--- config.mk ---
export PLATFORM = sky130hd
export DESIGN_NAME = inst_fetch
export DESIGN_NICKNAME = d
export VERILOG_FILES = /design/src/rtl/inst_fetch_pkg.sv /design/src/rtl/inst_fetch.sv
export SDC_FILE = /design/constraint.sdc
export NUM_CORES = 1
export LEC_CHECK = 0
export BUFFER_PORTS_ARGS = -buffer_cell sky130_fd_sc_hd__buf_4
export CAP_MARGIN = 20
export CORE_MARGIN = 3
export CORE_UTILIZATION = 48
export CTS_CLUSTER_SIZE = 28
export DETAILED_ROUTE_END_ITERATION = 8
export PLACE_DENSITY = 0.8
export REMOVE_ABC_BUFFERS = 1
export SLEW_MARGIN = 20
export SYNTH_ARGS = -nofsm -noshare
export SYNTH_HDL_FRONTEND = slang
export SYNTH_SLANG_ARGS = --single-unit
--- constraint.sdc ---
create_clock -name clk -period 3.55 [get_ports clk]
set_input_delay 0.71 -clock clk [delete_from_list [all_inputs] [get_ports clk]]
set_output_delay 0.71 -clock clk [all_outputs]
set_load 0.05 [all_outputs]
--- src/rtl/inst_fetch_pkg.sv ---
// ============================================================================
// inst_fetch_pkg : shared widths, reset PC and fetch FSM state type
// Revision      : 1.0  initial release
// ============================================================================
`default_nettype none

package inst_fetch_pkg;

  localparam int          FETCH_TO_DEC_BUS_WD = 64;
  localparam int          BR_BUS_WD           = 33;
  localparam logic [31:0] RESET_PC_DEFAULT    = 32'h1c000000;

  typedef enum logic [1:0] {
    S_IDLE  = 2'd0,
    S_REQ   = 2'd1,
    S_WAIT  = 2'd2,
    S_VALID = 2'd3
  } fetch_state_e;

endpackage

`default_nettype wire

--- src/rtl/inst_fetch.sv ---
// ============================================================================
// inst_fetch : IF stage, one outstanding SRAM-like read, wrong-path cancel
// Revision   : 1.0  initial release
// ============================================================================
`default_nettype none

module inst_fetch
  import inst_fetch_pkg::*;
#(
  parameter logic [31:0] RESET_PC = RESET_PC_DEFAULT
) (
  input  logic                           clk,
  input  logic                           reset,
  input  logic                           dec_allowin,
  input  logic [BR_BUS_WD-1:0]           branch_bus,
  output logic                           fetch_to_dec_valid,
  output logic [FETCH_TO_DEC_BUS_WD-1:0] fetch_to_decode_bus,
  output logic                           inst_sram_req,
  output logic                           inst_sram_wr,
  output logic [1:0]                     inst_sram_size,
  output logic [3:0]                     inst_sram_wstrb,
  output logic [31:0]                    inst_sram_addr,
  output logic [31:0]                    inst_sram_wdata,
  input  logic                           inst_sram_addr_ok,
  input  logic                           inst_sram_data_ok,
  input  logic [31:0]                    inst_sram_rdata
);

  fetch_state_e state, state_nxt;
  logic [31:0]  req_pc, req_pc_nxt;
  logic [31:0]  fs_pc, fs_pc_nxt;
  logic [31:0]  fs_inst, fs_inst_nxt;
  logic         cancel, cancel_nxt;

  logic         br_taken;
  logic [31:0]  br_target;
  logic         br_fire;

  assign br_taken  = branch_bus[32];
  assign br_target = branch_bus[31:0];
  // dec_allowin implies decode's ready_go, so the target is trustworthy.
  assign br_fire   = br_taken & dec_allowin;

  always_ff @(posedge clk) begin
    if (reset) begin
      state   <= S_IDLE;
      req_pc  <= RESET_PC;
      fs_pc   <= 32'd0;
      fs_inst <= 32'd0;
      cancel  <= 1'b0;
    end else begin
      state   <= state_nxt;
      req_pc  <= req_pc_nxt;
      fs_pc   <= fs_pc_nxt;
      fs_inst <= fs_inst_nxt;
      cancel  <= cancel_nxt;
    end
  end

  always_comb begin
    state_nxt   = state;
    req_pc_nxt  = req_pc;
    fs_pc_nxt   = fs_pc;
    fs_inst_nxt = fs_inst;
    cancel_nxt  = cancel;
    case (state)
      S_IDLE: state_nxt = S_REQ;
      S_REQ: begin
        if (br_fire) begin
          req_pc_nxt = br_target;
        end
        if (inst_sram_addr_ok) begin
          state_nxt  = S_WAIT;
          // The accepted request targets the old address when redirected.
          cancel_nxt = br_fire;
        end
      end
      S_WAIT: begin
        if (inst_sram_data_ok) begin
          cancel_nxt = 1'b0;
          if (br_fire) begin
            req_pc_nxt = br_target;
            state_nxt  = S_REQ;
          end else if (cancel) begin
            state_nxt  = S_REQ;
          end else begin
            fs_inst_nxt = inst_sram_rdata;
            fs_pc_nxt   = req_pc;
            req_pc_nxt  = req_pc + 32'd4;
            state_nxt   = S_VALID;
          end
        end else if (br_fire) begin
          cancel_nxt = 1'b1;
          req_pc_nxt = br_target;
        end
      end
      S_VALID: begin
        if (br_fire) begin
          req_pc_nxt = br_target;
          state_nxt  = S_REQ;
        end else if (dec_allowin) begin
          state_nxt  = S_REQ;
        end
      end
      default: state_nxt = S_IDLE;
    endcase
  end

  assign inst_sram_req       = (state == S_REQ);
  assign inst_sram_addr      = req_pc;
  assign inst_sram_wr        = 1'b0;
  assign inst_sram_size      = 2'd2;
  assign inst_sram_wstrb     = 4'd0;
  assign inst_sram_wdata     = 32'd0;
  assign fetch_to_dec_valid  = (state == S_VALID);
  assign fetch_to_decode_bus = {fs_inst, fs_pc};

endmodule

`default_nettype wire
After elaboration in Yosys (flattened, before gate mapping)
Cells that the tools add are included.
W data, S select, Z words.
Storage, ports and cells
  register bits after elaboration: 99
  input port bits: 70
  output and inout port bits: 137
  logic and storage cells: 41
Operators by class
  add/subtract/negate cells: 1
  equality and inequality tests: 8
  muxes and demuxes: 16
  bitwise gates (word level): 3
  reductions and logical operators: 8
Operators by type and width (number)
  $mux W32: 4
  $pmux W32 S2: 1
  $add A32 B3 Y32 const B: 1
  $mux W2: 6
  $pmux W2 S4: 1
  $reduce_and A3 Y1: 2
  $eq A2 B2 Y1 const B: 2
  $ne A4 B4 Y1 const B: 1
  $reduce_and A4 Y1: 1
  $reduce_bool A2 Y1: 2
  $mux W1: 3
  $ne A3 B2 Y1 const B: 1
  $ne A3 B3 Y1 const B: 1
  $eq A2 B1 Y1 const B: 1
  $logic_not A2 Y1: 1
  $ne A2 B1 Y1 const B: 1
  $ne A2 B2 Y1 const B: 1
  $not A1 Y1: 2
  $pmux W1 S2: 1
  $reduce_and A2 Y1: 1
  $reduce_or A2 Y1: 1
  $and A1 B1 Y1: 1

Logic depth before layout (Yosys ltp)
Gate-level depths: netlist of run 1.
  depth in word-level cells: 5
  depth in mapped cells: 9
  mapped depth without buffers: 7

Worst setup path after synthesis of run 1
No wires, ideal clock.
  path kind: reg2reg
  from: reg state[1]
  to: reg req_pc[30] (netlist: inst_sram_addr[30])
  library setup time: 0.074 ns
  arrival time: 2.664 ns
  data required time: 3.476 ns
  setup slack: 0.812 ns
  stages on the path, launching flop included: 9
  buffers on the path: 1
  period minus slack after synthesis: 2.738 ns
  cells stage by stage: dfxtp_1 > inv_1 > ha_1 > or3b_1 > buf_6 > nor4_4 > nand3_2 > or4_1 > a31oi_1
Between the ends
  cells in the longest elaborated chain, start to end: 4
  elaborated cells between the ends (all ways): 8
  classes of those cells: eq/ne: 4; mux: 1; reduce/logical: 3
RTL lines
  from (decl): RTL line inst_fetch.sv:29  | fetch_state_e state, state_nxt;
  from (signal assigned): RTL line inst_fetch.sv:52  | state <= state_nxt;
  $eq A2 B1 Y1 (*)
  net inst_sram_req: RTL line inst_fetch.sv:18  | output logic inst_sram_req,
  $reduce_or A2 Y1 (no line) (*)
  $reduce_bool A2 Y1 (no line)
  $reduce_and A2 Y1 (no line)
  to (signal assigned): RTL line inst_fetch.sv:53  | req_pc <= req_pc_nxt;
  to (decl): RTL line inst_fetch.sv:30  | logic [31:0] req_pc, req_pc_nxt;
Mark *: on every way through the listed nets, which the timed path passes. The rest lies on a longest branch.
A chain may end at the register's enable or synchronous reset.

Worst setup path after layout of run 1
  from: reg state[1]
  to: reg req_pc[21] (netlist: inst_sram_addr[21])
Between the ends
  cells in the longest elaborated chain, start to end: 4
  elaborated cells between the ends (all ways): 8
  classes of those cells: eq/ne: 4; mux: 1; reduce/logical: 3
RTL lines
  $eq A2 B2 Y1 / $eq A2 B1 Y1 (equally long branches): RTL line inst_fetch.sv:66  | case (state)
  $reduce_or A2 Y1 (no line)
  $reduce_bool A2 Y1 (no line)
  $reduce_and A2 Y1 (no line)
Several ways; a longest one is shown, not always the timed one.

==> summary.md, run 1 <==
| Metric | Value |
|---|---|
| Number of synthesized flops with an enable pin | `0` |
| Result of the run | `finished clean` |
| Synth-to-Final Area Change | `29.57%` |
| Clock tree buffer depth | `2` |
| Antenna-violating nets left | `0` |
| Initial antenna violation count | `0` |
| Via count of the first global-routing pass | `4553` |
| Number of distinct standard cells referenced by the synthesized netlist | `53` |
| Cell Count, Final, Fillers Out | `904` |
| Leak | `2.533 nW` |
| Starting Density | `50.59%` |
| Routed via count divided by cell count | `5.390` |
| Hold crit path type | `reg -> reg` |
| Peak fanout along the critical path | `10` |
| Setup slack on the worst flop-to-flop path | `0.80 ns` |
| Main area contributors after synthesis | `sky130_fd_sc_hd__dfxtp_1 41%, sky130_fd_sc_hd__nand2_1 13%, sky130_fd_sc_hd__a21oi_1 8.5%, sky130_fd_sc_hd__buf_4 6.2%, sky130_fd_sc_hd__clkbuf_1 3.1%` |
| Worst reg2reg path depth | `7` |
| H-tree levels | `3` |
| Post-cts gate resize count | `0` |
| Kind of start point of the critical path | `register` |
| Count of final hold-check violations | `0` |
| Pin count of the biggest net entering global routing | `59` |
| Total number of yosys warnings | `0` |
| Post-Route Skew | `0.01456 ns` |
| Setup Buffers After CTS | `0` |
| End point of the critical path | `inst_sram_addr[21]` |
| Worst Setup Slack, final | `0.8034 ns` |
| Clock tree sinks | `99` |
| Clock tree from TritonCTS | `yes` |
| Vias after detailed routing | `4873` |
| Fraction of layout cells with a size suffix above 1 | `27.10%` |
| Clk Tree Root Cell | `sky130_fd_sc_hd__clkbuf_8` |
| Asr flop ratio synth | `0%` |
| Average instance area after synthesis | `7.642 µm²` |
| Rel. slew slack | `24.49%` |
| Register clock-pin slew on the reported worst setup and hold paths | `0.10 ns` |
| Num ports | `207` |
| Most common library cell in the layout ignoring fill and taps | `sky130_fd_sc_hd__buf_4` |
| Critical path required time | `3.84 ns` |
| Number of buffers added by the clock tree synthesis step | `9` |
| Synth top area share | `41.23%` |
| #FFs+latches synth | `99` |
| Worst reg2reg path endpoint | `inst_sram_addr[21]` |
| RSZ-0062 raised after global routing | `no` |
| # diodes | `0` |
| Vertical extent of the die | `106.1 µm` |
| Placed Cells | `889` |
| Post-route clock period utilization | `77.37%` |
| Total of buffers placed on input and output ports | `167` |
| Average detailed-routed wire length per instance | `15.91 µm` |
| Cell area after synthesis | `0.004807 mm²` |
| Post-DP HPWL | `10.34 mm` |
| Post-layout net count | `847` |
| CP endpoint kind | `register` |
| Crit path time final | `2.747 ns` |
| Cell count after synthesis | `629` |
| Length of the first detailed-routing pass in iterations | `5` |
| Number of rows created at floorplan | `35` |
| PwrDens | `440.2 mW/mm²` |
| Worst voltage drop across the vdd grid | `267.7 µV` |
| Start-to-end type of the worst setup path | `reg -> reg` |
| # setup viols final | `0` |
| Floorplan die area | `0.01125 mm²` |
| Slew Viols, Final | `0` |
| Arrival time at the worst endpoint | `3.04 ns` |
| Post-synthesis cell type with the largest combined area | `sky130_fd_sc_hd__dfxtp_1` |
| RR Startpoint | `state[1]` |
| Slew at the pin with the worst max-slew slack | `1.128 ns` |
| Iteration-0 DRC count of the detailed router | `453` |
| Overall routed net length | `14.38 mm` |
| Seq/Total Area, Yosys | `41.23%` |
| Most frequently used flop master after synthesis | `sky130_fd_sc_hd__dfxtp_1` |
| Remaining DRCs | `0` |
| Floorplan core area | `0.009503 mm²` |
| Routability-driven placement congestion ratio | `0.8632` |
| Number of violations of the max-capacitance limit | `0` |
| Most used cells in the layout excluding fill and tap cells | `177 x sky130_fd_sc_hd__buf_4, 166 x sky130_fd_sc_hd__nand2_1, 99 x sky130_fd_sc_hd__dfxtp_1, 82 x sky130_fd_sc_hd__a21oi_1, 39 x sky130_fd_sc_hd__conb_1` |
| Total routing usage reported by global routing | `24.95%` |
| Skew-Pair Late Insertion Delay | `0.36 ns` |
| Residual overflow from global routing | `0` |
| Final setup TNS | `0 ns` |
| Dpl ws | `0.7633 ns` |
| Crit path launch | `state[1]` |
| Number of buffers added to fix hold violations after cts | `0` |
| Horizontal die dimension | `106.1 µm` |
| Global-route wire length before repair | `22.96 mm` |
| Maximum clock frequency | `0.3641 GHz` |
[synth_stat cells, drive strengths merged (2+ instances only)]
cell,n
and2,3
a311oi,2
nand3,20
buf,43
mux2i,3
nor3b,2
clkbuf,40
nand4,13
o31ai,3
o211ai,5
a31oi,14
mux2,4
o221a,3
nor4,4
or2,3
nand2,166
nand2b,2
a211oi,5
o21ai,15
nor3,9
and3,8
inv,7
and4,5
or4,3
o31a,2
a31o,2
ha,6
a22oi,4
a41oi,2
dfxtp,99
a21o,2
conb,2
a21oi,82
nor2,23
or3,9
[cells by family (layout without fill, tap and decap cells)]
| family | Yosys count | count (layout) | synth area share, % |
|---|---|---|---|
| adders and majority gates | 6 | 6 | 1.562 |
| DFF | 99 | 99 | 41.23 |
| other | 2 | 39 | 0.1562 |
| and+or+nand+nor | 273 | 273 | 26.18 |
| AOI/OAI and AO/OA | 152 | 152 | 19.00 |
| muxes | 7 | 7 | 1.562 |
| buffers and inverters | 90 | 199 | 10.31 |
[final cells by class]
cell class,instances,area (µm²)
clock buffers,10,137.6
fillers,832,3274
clock inverters,5,110.1
multi-input cells,477,2482
flip-flops and latches,99,1982
repair buffers,177,1329
inverters,7,26.28
well taps,129,161.4
[state kept, by name, summed over array words and instances (netlist names)]
register        cells
fs_inst            32
fs_pc              32
inst_sram_addr     32
state               2
cancel              1
[metrics by stage]
stage	hold slack, ns	util (%)	instance area, µm²	power [mW]
finish	0.4585	65.54	6228	2.742
global route	0.4748	65.54	6228	2.852
CTS	0.4613	65.54	6228	2.752
detailed placement	0.4478	62.94	5981	1.868
global placement	0.4429	62.94	5981	1.854
floorplan	0.4730	-	4477	1.633
[power breakdown]
part / internal, mW / switching [mW]
combinational: 0.190 / 0.441
sequential: 1.15 / 0.0676
clock: 0.490 / 0.402
total: 1.83 / 0.910
[worst max-delay path: stages, from the launching register on]
cell and delay (ns):
sky130_fd_sc_hd__dfxtp_1 0.39, sky130_fd_sc_hd__inv_1 0.10, sky130_fd_sc_hd__ha_1 0.29, sky130_fd_sc_hd__or3b_1 0.57
sky130_fd_sc_hd__nor4_4 0.53, sky130_fd_sc_hd__nand4_1 0.21, sky130_fd_sc_hd__or4_1 0.43, sky130_fd_sc_hd__a31oi_1 0.16
[how the worst min path moves through the flow]
stage / from / to / depth (start not counted)
CTS: fs_pc[12] / fs_pc[12] / 2
detailed placement: fs_inst[16] / fs_inst[16] / 2
finish: fs_pc[5] / fs_pc[5] / 2
global placement: fs_pc[17] / fs_pc[17] / 2
global route: fs_pc[12] / fs_pc[12] / 2
floorplan: state[1] / state[1] / 2
[layer usage]
layer / vias up / part of all wire, % / track usage, % / wire length (µm)
li1: 2381 / - / - / -
met1: 2220 / 45 / 34.37 / 6404
met2: 241 / 46 / 40.03 / 6570
met3: 31 / 7.7 / 3.400 / 1107
met4: 0 / 2.1 / 8.973 / 297
met5: - / 0 / 0 / 0
Note: power is estimated with default switching activity, not from simulation.
==> run 2, diff against run 1 <==
--- a/config.mk
+++ b/config.mk
@@ -5,13 +5,14 @@
 export SDC_FILE = /design/constraint.sdc
 export NUM_CORES = 1
 export LEC_CHECK = 0
+export ABC_AREA = 1
 export BUFFER_PORTS_ARGS = -buffer_cell sky130_fd_sc_hd__buf_4
 export CAP_MARGIN = 20
 export CORE_MARGIN = 3
 export CORE_UTILIZATION = 48
 export CTS_CLUSTER_SIZE = 28
 export DETAILED_ROUTE_END_ITERATION = 8
-export PLACE_DENSITY = 0.8
+export PLACE_DENSITY = 0.79
 export REMOVE_ABC_BUFFERS = 1
 export SLEW_MARGIN = 20
 export SYNTH_ARGS = -nofsm -noshare
==> constraint.sdc (replaced) <==
create_clock -name clk -period 2.8 [get_ports clk]
set_input_delay 0.56 -clock clk [delete_from_list [all_inputs] [get_ports clk]]
set_output_delay 0.56 -clock clk [all_outputs]
set_load 0.05 [all_outputs]
==> run 2 against run 1 <==
Core utilization fell by 2.0 points. Power rose by 97%. Register-to-register slack got worse by 0.18 ns. Die area rose by 1.8%. Global-route usage fell by 1.3 points. Critical path depth up 4. Design area rose by 0.64%. Critical path type unchanged. Critical endpoint is now inst_sram_addr[16].
==> summary.md, run 2 <==
| Metric | Value |
|---|---|
| Result of the run | `finished clean (unchanged)` |
| Initial antenna violation count | `0 (unchanged)` |
| RR Startpoint | `state[1] (unchanged)` |
| Setup slack on the worst flop-to-flop path | `0.62 ns (was 0.80 ns)` |
| Main area contributors after synthesis | `sky130_fd_sc_hd__dfxtp_1 40%, sky130_fd_sc_hd__nor2_1 9.4%, sky130_fd_sc_hd__o21ai_0 9.4%, sky130_fd_sc_hd__nand2_1 7.9%, sky130_fd_sc_hd__buf_4 6.3% (was sky130_fd_sc_hd__dfxtp_1 41%, sky130_fd_sc_hd__nand2_1 13%, sky130_fd_sc_hd__a21oi_1 8.5%, sky130_fd_sc_hd__buf_4 6.2%, sky130_fd_sc_hd__clkbuf_1 3.1%)` |
| Worst reg2reg path depth | `11 (was 7)` |
| Synth-to-Final Area Change | `27.90% (was 29.57%)` |
| Asr flop ratio synth | `0% (unchanged)` |
| Horizontal die dimension | `107.0 µm (was 106.1 µm)` |
| Number of inserted filler cells in the final layout | `916 (was 832)` |
| Most common library cell in the layout ignoring fill and taps | `sky130_fd_sc_hd__buf_4 (unchanged)` |
| Largest incremental delay on the critical path | `0.38 ns (was 0.57 ns)` |
| Cell Count, Final, Fillers Out | `997 (was 904)` |
| Cell area after synthesis | `0.004901 mm² (was 0.004807 mm²)` |
| Number of violations of the max-capacitance limit | `0 (unchanged)` |
| Vias after detailed routing | `5085 (was 4873)` |
| Register clock-pin slew on the reported worst setup and hold paths | `0.10 ns (about the same)` |
| Remaining DRCs | `0 (unchanged)` |
| Number of buffers added by the clock tree synthesis step | `9 (unchanged)` |
| Post-synthesis share of cell area spent on full adders, half adders and majority gates | `1.532% (was 1.562%)` |
| Post-synthesis compound-gate area fraction | `17.41% (was 19.00%)` |
| Most used cells in the layout excluding fill and tap cells | `172 x sky130_fd_sc_hd__buf_4, 123 x sky130_fd_sc_hd__nor2_1, 103 x sky130_fd_sc_hd__nand2_1, 99 x sky130_fd_sc_hd__dfxtp_1, 92 x sky130_fd_sc_hd__o21ai_0 (was 177 x sky130_fd_sc_hd__buf_4, 166 x sky130_fd_sc_hd__nand2_1, 99 x sky130_fd_sc_hd__dfxtp_1, 82 x sky130_fd_sc_hd__a21oi_1, 39 x sky130_fd_sc_hd__conb_1)` |
| Chain of cells forming the critical path | `inv_1 -> ha_1 -> inv_1 -> nand3_2 -> inv_1 -> nand2_1 -> nor2_1 -> nand2_1 -> xor2_1 -> a21oi_1 -> nor2_1 (was inv_1 -> ha_1 -> or3b_1 -> nor4_4 -> nand4_1 -> or4_1 -> a31oi_1)` |
| Skew-Pair Late Insertion Delay | `0.37 ns (was 0.36 ns)` |
| Worst voltage drop across the vdd grid | `703.0 µV (was 267.7 µV)` |
| Num ports | `207 (unchanged)` |
| Routability-driven placement congestion ratio | `0.9054 (was 0.8632)` |
| H-tree levels | `3 (unchanged)` |
| Start point of the worst min-delay path | `inst_sram_rdata[10] (was fs_pc[5])` |
| Starting Density | `49.68% (was 50.59%)` |
| Peak fanout along the critical path | `9 (was 10)` |
| Length of the first detailed-routing pass in iterations | `5 (unchanged)` |
| Hold crit path type | `in -> reg (was reg -> reg)` |
| Fraction of layout cells with a size suffix above 1 | `23.03% (was 27.10%)` |
| Post-layout net count | `935 (was 847)` |
| Maximum clock frequency | `0.4595 GHz (was 0.3641 GHz)` |
| Cell type of the slowest stage on the worst timing path | `sky130_fd_sc_hd__dfxtp_1 (was sky130_fd_sc_hd__or3b_1)` |
| Synth top area share | `40.44% (was 41.23%)` |
| Total number of yosys warnings | `0 (unchanged)` |
| Clk Tree Root Cell | `sky130_fd_sc_hd__clkbuf_8 (unchanged)` |
| Dominant cell by count in the synthesized netlist | `sky130_fd_sc_hd__nor2_1 (was sky130_fd_sc_hd__nand2_1)` |
| Residual overflow from global routing | `0 (unchanged)` |
| # setup viols final | `0 (unchanged)` |
| Post-route clock period utilization | `77.73% (was 77.37%)` |
| Number of synthesized flops with an enable pin | `0 (unchanged)` |
| Number of buffers added to fix hold violations after cts | `0 (unchanged)` |
| Crit path time final | `2.176 ns (was 2.747 ns)` |
| Post-synthesis cell type with the largest combined area | `sky130_fd_sc_hd__dfxtp_1 (unchanged)` |
| CP endpoint kind | `register (unchanged)` |
| #FFs+latches synth | `99 (unchanged)` |
| Global-route wire length before repair | `22.06 mm (was 22.96 mm)` |
| Placed Cells | `981 (was 889)` |
| Total routing usage reported by global routing | `23.69% (was 24.95%)` |
| Cell count after synthesis | `709 (was 629)` |
| RSZ-0062 raised after global routing | `no (unchanged)` |
| Cell mode on critical path | `sky130_fd_sc_hd__inv_1` |
| Pin count of the biggest net entering global routing | `89 (was 59)` |
| Clock tree buffer depth | `2 (unchanged)` |
| # diodes | `0 (unchanged)` |
| Footprint of the multi-input gates | `0.002361 mm² (was 0.002482 mm²)` |
| Main combinational cell family by area after synthesis | `simple AND/OR/NAND/NOR gates (unchanged)` |
| Share of synthesized area spent on multiplexers | `0% (was 1.562%)` |
| Slew Viols, Final | `0 (unchanged)` |
| Worst reg2reg path endpoint | `inst_sram_addr[16] (was inst_sram_addr[21])` |
| Clock tree from TritonCTS | `yes (unchanged)` |
| Average instance area after synthesis | `6.912 µm² (was 7.642 µm²)` |
| Start-to-end type of the worst setup path | `reg -> reg (unchanged)` |
| Vertical extent of the die | `107.0 µm (was 106.1 µm)` |
| Destination of the worst hold path | `fs_inst[10] (was fs_pc[5])` |
| Antenna-violating nets left | `0 (unchanged)` |
| Clock tree sinks | `99 (unchanged)` |
| Routed via count divided by cell count | `5.100 (was 5.390)` |
| Synthesized-area fraction occupied by xor and xnor cells | `1.251% (was 0%)` |
| Floorplan die area | `0.01146 mm² (was 0.01125 mm²)` |
| Post-DP HPWL | `10.37 mm (was 10.34 mm)` |
| FF+latch area | `0.001982 mm² (unchanged)` |
| Count of final hold-check violations | `0 (unchanged)` |
| Overall routed net length | `14.00 mm (was 14.38 mm)` |
| Arrival time at the worst endpoint | `2.43 ns (was 3.04 ns)` |
| Worst Hold Path Cells | `3 (was 2)` |
| Leak | `2.978 nW (was 2.533 nW)` |
| Most frequently used flop master after synthesis | `sky130_fd_sc_hd__dfxtp_1 (unchanged)` |
| PwrDens | `862.6 mW/mm² (was 440.2 mW/mm²)` |
| Seq/Total Area, Yosys | `40.44% (was 41.23%)` |
| Synth cell count leaders | `123 x sky130_fd_sc_hd__nor2_1, 103 x sky130_fd_sc_hd__nand2_1, 99 x sky130_fd_sc_hd__dfxtp_1, 92 x sky130_fd_sc_hd__o21ai_0, 64 x sky130_fd_sc_hd__inv_1 (was 166 x sky130_fd_sc_hd__nand2_1, 99 x sky130_fd_sc_hd__dfxtp_1, 82 x sky130_fd_sc_hd__a21oi_1, 40 x sky130_fd_sc_hd__buf_4, 40 x sky130_fd_sc_hd__clkbuf_1)` |
| Post-Route Skew | `0.008963 ns (was 0.01456 ns)` |
| Critical path required time | `3.06 ns (was 3.84 ns)` |
| Iteration-0 DRC count of the detailed router | `357 (was 453)` |
| Number of rows created at floorplan | `36 (was 35)` |
| Total of buffers placed on input and output ports | `167 (unchanged)` |
| Floorplan core area | `0.009864 mm² (was 0.009503 mm²)` |
| Kind of start point of the critical path | `register (unchanged)` |
| Average detailed-routed wire length per instance | `14.04 µm (was 15.91 µm)` |
| Number of distinct standard cells referenced by the synthesized netlist | `31 (was 53)` |
| Post-cts gate resize count | `0 (unchanged)` |
| Setup Buffers After CTS | `0 (unchanged)` |
| Via count of the first global-routing pass | `4643 (was 4553)` |
| Synth Area in Simple Gates | `24.89% (was 26.18%)` |
| Final setup TNS | `0 ns (unchanged)` |
run 2: cells by family after synthesis:
group | after synthesis
AOI/OAI and AO/OA | 164
xor gates and xnor gates | 7
adders and majority gates | 6
buffers and inverters | 139
DFF | 99
other | 2
and+or+nand+nor | 292
run 2: worst max-delay path by stage:
stage                    from                  to  slack (ns)
4_1_cts              state[1]  inst_sram_addr[16]        0.63
3_5_place_dp      dec_allowin  inst_sram_addr[25]        0.44
5_1_grt              state[1]  inst_sram_addr[16]        0.35
6_report             state[1]  inst_sram_addr[16]        0.62
2_1_floorplan  branch_bus[32]          fs_inst[0]       -0.78
3_3_place_gp      dec_allowin   inst_sram_addr[4]        0.54
run 2: area by class of cell:
cell class,count,share of cell area (%)
Timing Repair Buffer,174,21.24
Inverter,67,4.012
Clock inverter,6,0.7784
Tap cell,133,2.655
Multi-Input combinational cell,508,37.66
Clock buffer,10,2.036
Sequential cell,99,31.62
run 2: routing by layer:
metal	vias to the layer above	global-route usage (%)	part of all wire (%)
met3	28	5.117	7.3
met1	2338	31.03	43
met5	-	0	0
met4	0	7.854	2.0
li1	2516	-	-
met2	203	38.74	48
run 2: stage by stage:
step | power, mW | worst slack [ns] | hold WS [ns] | util [%] | area (µm²)
detailed placement | 4.567 | 0.4384 | 0.4773 | 61.76 | 6092
finish | 5.407 | 0.6237 | 0.4017 | 63.55 | 6269
global route | 5.739 | 0.3547 | 0.3881 | 63.55 | 6269
global placement | 4.511 | 0.5405 | 0.4712 | 61.76 | 6092
floorplan | 3.706 | -0.7801 | 0.4462 | - | 4589
CTS | 5.425 | 0.6272 | 0.3879 | 63.55 | 6269
run 2: critical path, delay by kind of cell (launching register included):
family                     cells  cell delay (ns)
and+or+nand+nor                5             0.72
buffers and inverters          3             0.48
DFF                            1             0.38
adders and majority gates      1             0.20
xor gates and xnor gates       1             0.15
AOI/OAI and AO/OA              1             0.14
run 2: power by group:
group / internal (mW) / total, mW / switching [mW] / leakage [nW]
registers: 1.67 / 1.90 / 0.232 / 0.804
clock network: 0.335 / 0.858 / 0.523 / 0.0852
logic: 0.744 / 2.65 / 1.90 / 2.09
total: 2.75 / 5.41 / 2.66 / 2.98
